[src/rtl/alu_mc_pkg.sv]
// rtl/alu_mc_pkg.sv - opcode and state types shared by the multi-cycle ALU
package alu_mc_pkg;

    typedef enum logic [4:0] {
        OP_ADD  = 5'd0,
        OP_ADDC = 5'd1,
        OP_SUB  = 5'd2,
        OP_SUBC = 5'd3,
        OP_CMP  = 5'd4,
        OP_AND  = 5'd5,
        OP_OR   = 5'd6,
        OP_XOR  = 5'd7,
        OP_TEST = 5'd8,
        OP_LSL  = 5'd9,
        OP_LSR  = 5'd10,
        OP_ROL  = 5'd11,
        OP_ROR  = 5'd12,
        OP_ASR  = 5'd13,
        OP_MOV  = 5'd14,
        OP_NOP  = 5'd15,
        OP_MUL  = 5'd16,
        OP_DIV  = 5'd17
    } opcode_t;

    typedef enum logic [1:0] {
        IDLE = 2'd0,
        RUN  = 2'd1,
        FIN  = 2'd2
    } state_t;

    // Single-cycle opcodes that store their result; CMP/TEST/NOP only touch flags
    function automatic logic writes_res(input logic [4:0] op);
        return (op <= OP_MOV) && (op != OP_CMP) && (op != OP_TEST);
    endfunction

    // Opcodes that run the iterative shift-add / restoring loop
    function automatic logic is_multi(input logic [4:0] op);
        return (op == OP_MUL) || (op == OP_DIV);
    endfunction

endpackage

[src/rtl/alu_core.sv]
// rtl/alu_core.sv - combinational single-cycle ALU datapath
module alu_core #(
    parameter int WIDTH = 8
) (
    input  logic [WIDTH-1:0] a,
    input  logic [WIDTH-1:0] b,
    input  logic             cin,
    input  logic [4:0]       op,
    output logic [WIDTH:0]   res,
    output logic             c,
    output logic             z
);
    import alu_mc_pkg::*;

    logic [WIDTH:0] ax;
    logic [WIDTH:0] bx;
    logic [WIDTH:0] cx;

    assign ax = {1'b0, a};
    assign bx = {1'b0, b};
    assign cx = {{WIDTH{1'b0}}, cin};

    // Every op is formed at WIDTH+1 bits; the top bit is the carry, borrow or shifted-out bit
    always_comb begin
        res = '0;
        case (op)
            OP_ADD:          res = ax + bx;
            OP_ADDC:         res = ax + bx + cx;
            OP_SUB, OP_CMP:  res = ax - bx;
            OP_SUBC:         res = ax - bx - cx;
            OP_AND, OP_TEST: res = ax & bx;
            OP_OR:           res = ax | bx;
            OP_XOR:          res = ax ^ bx;
            OP_LSL:          res = {a, cin};
            OP_LSR:          res = {a[0], cin, a[WIDTH-1:1]};
            OP_ROL:          res = {a, a[WIDTH-1]};
            OP_ROR:          res = {a[0], a[0], a[WIDTH-1:1]};
            OP_ASR:          res = {a[0], a[WIDTH-1], a[WIDTH-1:1]};
            OP_MOV:          res = bx;
            default:         res = '0;
        endcase
    end

    assign c = res[WIDTH];
    assign z = (res[WIDTH-1:0] == '0);

endmodule

[src/rtl/alu_mc.sv]
// rtl/alu_mc.sv - multi-cycle ALU with iterative unsigned multiply and divide
module alu_mc #(
    parameter int WIDTH = 8
) (
    input  logic             CLK,
    input  logic             RST,
    input  logic             START,
    input  logic [WIDTH-1:0] A,
    input  logic [WIDTH-1:0] B,
    input  logic             CIN,
    input  logic [4:0]       SEL,
    output logic [WIDTH-1:0] RES,
    output logic [WIDTH-1:0] RES_HI,
    output logic             C,
    output logic             Z,
    output logic             BUSY,
    output logic             DONE
);
    import alu_mc_pkg::*;

    localparam int CW = $clog2(WIDTH) + 1;
    localparam logic [CW-1:0] LAST = CW'(WIDTH - 1);

    state_t           state;
    state_t           state_nx;
    logic [CW-1:0]    cnt;
    logic [4:0]       op_q;
    logic [WIDTH-1:0] hi;
    logic [WIDTH-1:0] lo;
    logic [WIDTH-1:0] opnd;

    logic [WIDTH:0]   core_res;
    logic             core_c;
    logic             core_z;

    logic [WIDTH:0]   mul_sum;
    logic [WIDTH:0]   div_shift;
    logic [WIDTH+1:0] div_diff;
    logic [WIDTH-1:0] nx_hi;
    logic [WIDTH-1:0] nx_lo;
    logic             spare_unused;

    alu_core #(.WIDTH(WIDTH)) u_core (
        .a   (A),
        .b   (B),
        .cin (CIN),
        .op  (SEL),
        .res (core_res),
        .c   (core_c),
        .z   (core_z)
    );

    // These bits are provably zero or duplicated by the carry output
    assign spare_unused = core_res[WIDTH] ^ div_diff[WIDTH];

    // One loop step: hi/lo are product-high/multiplier for MUL, remainder/quotient for DIV
    always_comb begin
        mul_sum   = {1'b0, hi} + (lo[0] ? {1'b0, opnd} : '0);
        div_shift = {hi, lo[WIDTH-1]};
        div_diff  = {1'b0, div_shift} - {2'b00, opnd};
        nx_hi     = div_shift[WIDTH-1:0];
        nx_lo     = {lo[WIDTH-2:0], 1'b0};
        if (op_q == OP_MUL) begin
            nx_hi = mul_sum[WIDTH:1];
            nx_lo = {mul_sum[0], lo[WIDTH-1:1]};
        end else if (!div_diff[WIDTH+1]) begin
            nx_hi = div_diff[WIDTH-1:0];
            nx_lo = {lo[WIDTH-2:0], 1'b1};
        end
    end

    // State register
    always_ff @(posedge CLK or posedge RST) begin
        if (RST) state <= IDLE;
        else     state <= state_nx;
    end

    // Next state: loop ops dwell WIDTH cycles in RUN, everything else goes straight to FIN
    always_comb begin
        state_nx = state;
        case (state)
            IDLE:    if (START) state_nx = is_multi(SEL) ? RUN : FIN;
            RUN:     if (cnt == LAST) state_nx = FIN;
            FIN:     state_nx = IDLE;
            default: state_nx = IDLE;
        endcase
    end

    assign BUSY = (state != IDLE);
    assign DONE = (state == FIN);

    // Operand capture, loop iteration and result/flag update on entry to FIN
    always_ff @(posedge CLK or posedge RST) begin
        if (RST) begin
            RES    <= '0;
            RES_HI <= '0;
            C      <= 1'b0;
            Z      <= 1'b0;
            cnt    <= '0;
            op_q   <= '0;
            hi     <= '0;
            lo     <= '0;
            opnd   <= '0;
        end else begin
            case (state)
                IDLE: begin
                    if (START) begin
                        if (is_multi(SEL)) begin
                            op_q <= SEL;
                            cnt  <= '0;
                            hi   <= '0;
                            lo   <= A;
                            opnd <= B;
                        end else begin
                            if (writes_res(SEL)) RES <= core_res[WIDTH-1:0];
                            C <= core_c;
                            Z <= core_z;
                        end
                    end
                end
                RUN: begin
                    cnt <= cnt + 1'b1;
                    hi  <= nx_hi;
                    lo  <= nx_lo;
                    if (cnt == LAST) begin
                        RES    <= nx_lo;
                        RES_HI <= nx_hi;
                        if (op_q == OP_MUL) begin
                            C <= 1'b0;
                            Z <= ({nx_hi, nx_lo} == '0);
                        end else begin
                            C <= (opnd == '0);
                            Z <= (nx_lo == '0);
                        end
                    end
                end
                default: ;
            endcase
        end
    end

endmodule

[config.mk]
export PLATFORM = sky130hd
export DESIGN_NAME = alu_mc
export DESIGN_NICKNAME = d
export VERILOG_FILES = /design/src/rtl/alu_mc_pkg.sv /design/src/rtl/alu_core.sv /design/src/rtl/alu_mc.sv
export SDC_FILE = /design/constraint.sdc
export NUM_CORES = 1
export LEC_CHECK = 0
export CORE_AREA = 2 2 87 110
export DETAILED_ROUTE_END_ITERATION = 10
export DIE_AREA = 0 0 89 112
export PLACE_DENSITY = 0.86
export SLEW_MARGIN = 20
export SYNTH_ARGS = -nofsm -noshare
export SYNTH_HDL_FRONTEND = slang
export SYNTH_SLANG_ARGS = --single-unit
[constraint.sdc]
create_clock -name CLK -period 3.17 [get_ports CLK]
set_input_delay 0.317 -clock CLK [delete_from_list [all_inputs] [get_ports CLK]]
set_output_delay 0.317 -clock CLK [all_outputs]
set_load 0.1 [all_outputs]
Word level (Yosys, flattened, before mapping)
Cells that the tools add are included.

Register bits: 53. Input port bits: 25. Logic and storage cells: 101.

Add/sub/neg operators: 7. $lt $le $gt $ge: 1. Equality and inequality tests: 27. Mux-type cells: 34. Bitwise logic cells: 3. Reductions and logical operators: 19.

Operators with widths (number): 9-bit one-hot mux with 13 select lines (1); 8-bit 2-to-1 mux (12); 8-bit one-hot mux with 2 select lines (3); 5-bit by 4-bit == test with 1-bit output (second input constant) (7); 8-bit zero test (3); 5-bit by 3-bit == test with 1-bit output (second input constant) (4); 8-bit by 8-bit adder with 9-bit output (2); 16-bit zero test (1); 5-bit == test (second input constant) (3); 5-bit by 2-bit == test with 1-bit output (second input constant) (2); 2-bit inequality test (second input constant) (5); 9-bit by 8-bit subtractor with 10-bit output (1); 9-bit by 1-bit adder with 9-bit output (1); 1-bit 2-to-1 mux (9); 8-bit by 8-bit subtractor with 9-bit output (1); 9-bit by 1-bit subtractor with 9-bit output (1); 8-bit bitwise AND (1); 4-bit 2-to-1 mux (2); 8-bit bitwise OR (1); 4-bit one-hot mux with 2 select lines (1); 8-bit XOR (1); 2-bit 2-to-1 mux (3); 3-bit AND reduction (2); 5-bit by 1-bit == test with 1-bit output (second input constant) (1); other kinds (18) (23).

Longest topological paths before layout
Depth after elaboration: 7. Mapped depth: 13. Gate-level depth less buffers: 13.

By module
From an unflattened synthesis, not the netlist that was laid out.

Cells, all modules: 631. Area, all modules: 5072.4 µm².

Modules (own cells, without submodules): alu_mc (instances 1, cells each 373, area an instance 3230.6 µm², seq. area each 1326.3 µm²); alu_core (instances 1, cells each 258, area an instance 1841.8 µm², seq. area each 0.0 µm²).

Least setup slack after synthesis
No wires, ideal clock.

Path type: input -> register. From: in A[0]. To: reg C. Library setup time: 127 ps. Data arrival time: 2931 ps. Setup slack: 112 ps. Stages: 10. Path buffers: 0. Cells stage by stage: ha_1 > fa_1 > a211oi_2 > o21ai_0 > a221o_1 > or2_0 > or4b_4 > xnor2_2 > a221oi_1 > nor2_1.

Cells in the longest elaborated chain, start to end: 6.

RTL lines: from (decl) (RTL line alu_mc.sv:8) `input logic [WIDTH-1:0] A,`; 8-bit by 8-bit subtractor with 9-bit output / 8-bit by 8-bit adder with 9-bit output (equally long branches); 9-bit by 1-bit subtractor with 9-bit output / 9-bit by 1-bit adder with 9-bit output (equally long branches) (RTL line alu_core.sv:30, alu_core.sv:28); 9-bit one-hot mux with 13 select lines * (RTL line alu_core.sv:26) `case (op)`; 1-bit 2-to-1 mux * (RTL line alu_mc.sv:108) `if (is_multi(SEL)) begin`; 1-bit 2-to-1 mux * (RTL line alu_mc.sv:107) `if (START) begin`; 1-bit one-hot mux with 2 select lines * (RTL line alu_mc.sv:105) `case (state)`; to (signal assigned) (RTL line alu_mc.sv:116) `C <= core_c;`; to (signal assigned) (RTL line alu_mc.sv:132) `C <= (opnd == '0);`; to (decl) (RTL line alu_mc.sv:14) `output logic C,`.

Every way passes the cells marked *; elsewhere a longest branch is shown, timed or not. The select of a mux whose other input is x is not followed. A chain may end at the register's enable or synchronous reset.

Final worst setup path
From: in B[2]. To: reg Z.

Cells in the longest elaborated chain, start to end: 7.

RTL lines: from (decl) (RTL line alu_mc.sv:9) `input logic [WIDTH-1:0] B,`; 8-bit by 8-bit subtractor with 9-bit output / 8-bit by 8-bit adder with 9-bit output (equally long branches); 9-bit by 1-bit subtractor with 9-bit output / 9-bit by 1-bit adder with 9-bit output (equally long branches) (RTL line alu_core.sv:30, alu_core.sv:28); 9-bit one-hot mux with 13 select lines * (RTL line alu_core.sv:26); 8-bit zero test * (RTL line alu_core.sv:45) `assign z = (res[WIDTH-1:0] == '0);`; 1-bit 2-to-1 mux * (RTL line alu_mc.sv:108); 1-bit 2-to-1 mux * (RTL line alu_mc.sv:107); 1-bit one-hot mux with 2 select lines * (RTL line alu_mc.sv:105); to (signal assigned) (RTL line alu_mc.sv:117) `Z <= core_z;`; to (signal assigned) (RTL line alu_mc.sv:130) `Z <= ({nx_hi, nx_lo} == '0);`; to (signal assigned) (RTL line alu_mc.sv:133) `Z <= (nx_lo == '0);`; to (decl) (RTL line alu_mc.sv:15) `output logic Z,`.

Marked as above.

==> metrics.md <==
| Metric | Value |
|---|---|
| Critical Path RT | 3.38 ns |
| Worst slew margin | 0.330 |
| Max incr delay on CP | 0.50 ns |
| Die Y | 112 µm |
| Filler instances | 638 |
| Pwr dens | 668 mW/mm² |
| Top cell type's share of synthesized area | 0.251 |
| Reg area | 0.00133 mm² |
| Placed cells | 910 |
| Layout area overhead | 34.8% |
| H-tree depth | 2 |
| GR Util All Layers | 0.382 |
| Largest net degree at the start of global routing | 54 |
| CTS tree | yes |
| Main flop type after synthesis | dfrtp_1 |
| Crit share post-route | 0.958 |
| Initial antenna violation count | 0 |
| Avg Synthesized Cell Area | 8.23 µm² |
| Worst vdd ir | 0.351 mV |
| Synth area leaders | dfrtp_1 25%, ha_1 11%, nand2_1 5.0%, o21ai_0 3.9%, nor2_1 3.1% |
| Full die area | 0.00997 mm² |
| Clk pin slew, worst setup/hold paths | 0.07 ns |
| Worst Path Class, Setup | in2reg |
| Crit path max-delay family | compound AO/OA/AOI/OAI gates |
| Mapped Area | 0.00529 mm² |
| Routability congestion estimate from global placement | 1.07 |
| Nets | 871 |
| First DRT Iteration DRCs | 485 |
| Slowest-stage cell, CP | clkdlybuf4s50_1 |
| Tot Pwr | 0.00476 W |
| CTS Hold Bufs | 0 |
| Mapped Cells | 643 |
| Effective utilization at floorplan | 0.589 |
| Hpwl dp | 14.4 mm |
| Seq/Total Area, Yosys | 0.251 |
| Placement Cell Area | 0.00669 mm² |
| Worst Clk Skew | 0.0132 ns |
| GRT Residual Overflow | 0 |
| Multi-input gate area | 0.00388 mm² |
| Total of max-cap violations | 0 |
| CTS max path bufs | 2 |
| Clk sinks | 53 |
| Avg WL per Cell | 20.6 µm |
| Worst Setup End Kind | flip-flop |
| Status | complete, no violations |
| HP Class | reg2reg |
| Via count | 5887 |
| Most frequent cells in the layout | 132 x buf_4, 71 x nand2_1, 53 x dfrtp_1 |
| Critical path's most frequent cell | o211ai_1 |
| Ys async rst share | 1.00 |
| DRC viols | 0 |
| Critical-path maximum fanout | 8 |
| Core Region | 0.00898 mm² |
| Non-Filler Instances | 921 |
| Dominant cell type by area after synthesis | dfrtp_1 |
| Worst-Margin Slew | 0.991 ns |
| Die width | 89 µm |
| Ys Warns | 0 |
| TritonCTS Buffers | 5 |
| # setup viols final | 0 |
| Ports | 45 |
| Post-DRT Antenna Nets | 0 |
| Synth Register Bits | 53 |
| Fin area | 0.00713 mm² |
| Leak pwr | 3.22 nW |
| IO Port Bufs | 44 |
| Mapped Nets | 717 |
| Worst-Skew Late Latency | 0.30 ns |
| Max Transition Viols Final | 0 |
| First-pass GRT wire length | 29.3 mm |
| CP startpoint kind | input port |
| TritonRoute pass-1 iters | 5 |
| Root Buffer | clkbuf_16 |
| ANT cells | 0 |
| Share of post-route cells with drive strength above 1 | 0.246 |
| Via density per instance | 6.39 |
| Post-layout util | 0.794 |
| Arrival time worst endpoint | 3.25 ns |
| Worst path bufs/invs | 4 |
| Row count | 39 |
| Final hold viol count | 0 |
| Min Tclk post-route | 3.04 ns |
| Fin Setup TNS | 0 ns |
| Vias in the first global route | 6021 |
| Distinct cells, synth | 78 |
| Fmax | 329 MHz |
| DRT Wirelength | 19.0 mm |
| Most common cell after layout, fill and taps aside | buf_4 |
| Post-synth EDFFs | 0 |
| CP cell instances | clkdlybuf4s50_1, inv_1, ha_4, buf_6, xor2_2, buf_4, o211ai_1, o311a_2, o21ai_0, o211ai_1, nor4_2, nand4_1, o211ai_1 |
==> repair_timing <==
action | in CTS | in global routing
pin swaps | 8 | 19
gates resized for setup | 18 | 30
setup buffers | 1 | 2
setup endpoints to repair | 6 | 6
gates cloned | 0 | 0
==> path summary, 6_finish.rpt <==
path                           start        end  slack (ns)  cells past startpoint
setup reg to reg             opnd[1]          Z        0.23                     11
hold reg to reg            RES_HI[3]  RES_HI[3]        0.48                      2
max in group asynchronous        RST    opnd[4]        2.12                      2
setup / recovery                B[2]          Z        0.13                     13
min in group asynchronous        RST     RES[4]        0.51                      2
hold / removal             RES_HI[3]  RES_HI[3]        0.48                      2
==> metrics by stage <==
stage	worst slack [ns]	hold slack [ns]
6_report	0.132	0.485
5_1_grt	-0.0422	0.509
4_1_cts	0.000799	0.485
3_5_place_dp	-0.589	0.461
3_3_place_gp	-0.506	0.460
2_1_floorplan	0.112	0.434
==> Yosys cell counts (6+ instances only) <==
cell type / instances
o22ai_1: 9
dfrtp_1: 53
o211ai_1: 8
nor2b_1: 18
nand2b_1: 10
a221o_1: 6
nor4_1: 7
o21bai_1: 6
a2111oi_0: 8
nand2_1: 71
a221oi_1: 6
xnor2_1: 13
a22o_1: 11
nand3_1: 8
nor2_1: 44
o21ai_1: 8
a22oi_1: 9
clkbuf_1: 17
o21ai_0: 41
ha_1: 45
nor3_1: 16
inv_1: 43
xor2_1: 10
mux2i_1: 8
a211oi_1: 9
o21a_1: 7
and2_1: 11
mux2_2: 6
o31ai_1: 6
a21oi_1: 28
==> power by group <==
group          internal [W]  switching (W)  total, W
logic               0.00117        0.00191   0.00308
clock network      0.000318       0.000259  0.000576
registers          0.000886       0.000221   0.00111
==> area by class of cell <==
type | count | area share
clock buffer | 6 | 0.0195
clock inverter | 2 | 0.00228
inverter | 43 | 0.0228
multi-input combinational | 517 | 0.545
sequential | 53 | 0.186
tap | 123 | 0.0216
timing repair buffer | 177 | 0.203
==> tightest hold or removal path, cell delays in order, from the launching register on <==
cell     delay [ns]
dfrtp_1        0.34
nand2_1        0.05
o21ai_0        0.06
==> flip-flops by register name, summed over array words and instances (netlist names) <==
register and flops:
op_q 5, cnt 4, RES_HI 8, hi 8, Z 1, lo 8
opnd 8, C 1, state 2, RES 8
==> routing by layer <==
metal  share of wire  GRT usage
met1            0.34      0.400
met2            0.51      0.670
met3           0.065     0.0608
met4           0.086      0.269
met5               0          0
==> cells by family after synthesis <==
family	after synthesis	synth area share
simple gates	229	0.224
flops	53	0.251
compound gates	200	0.269
mux	14	0.0279
buf+inv	73	0.0615
fa+ha+maj	49	0.122
xor+xnor	25	0.0454
Power figures use the tool's default switching activity.
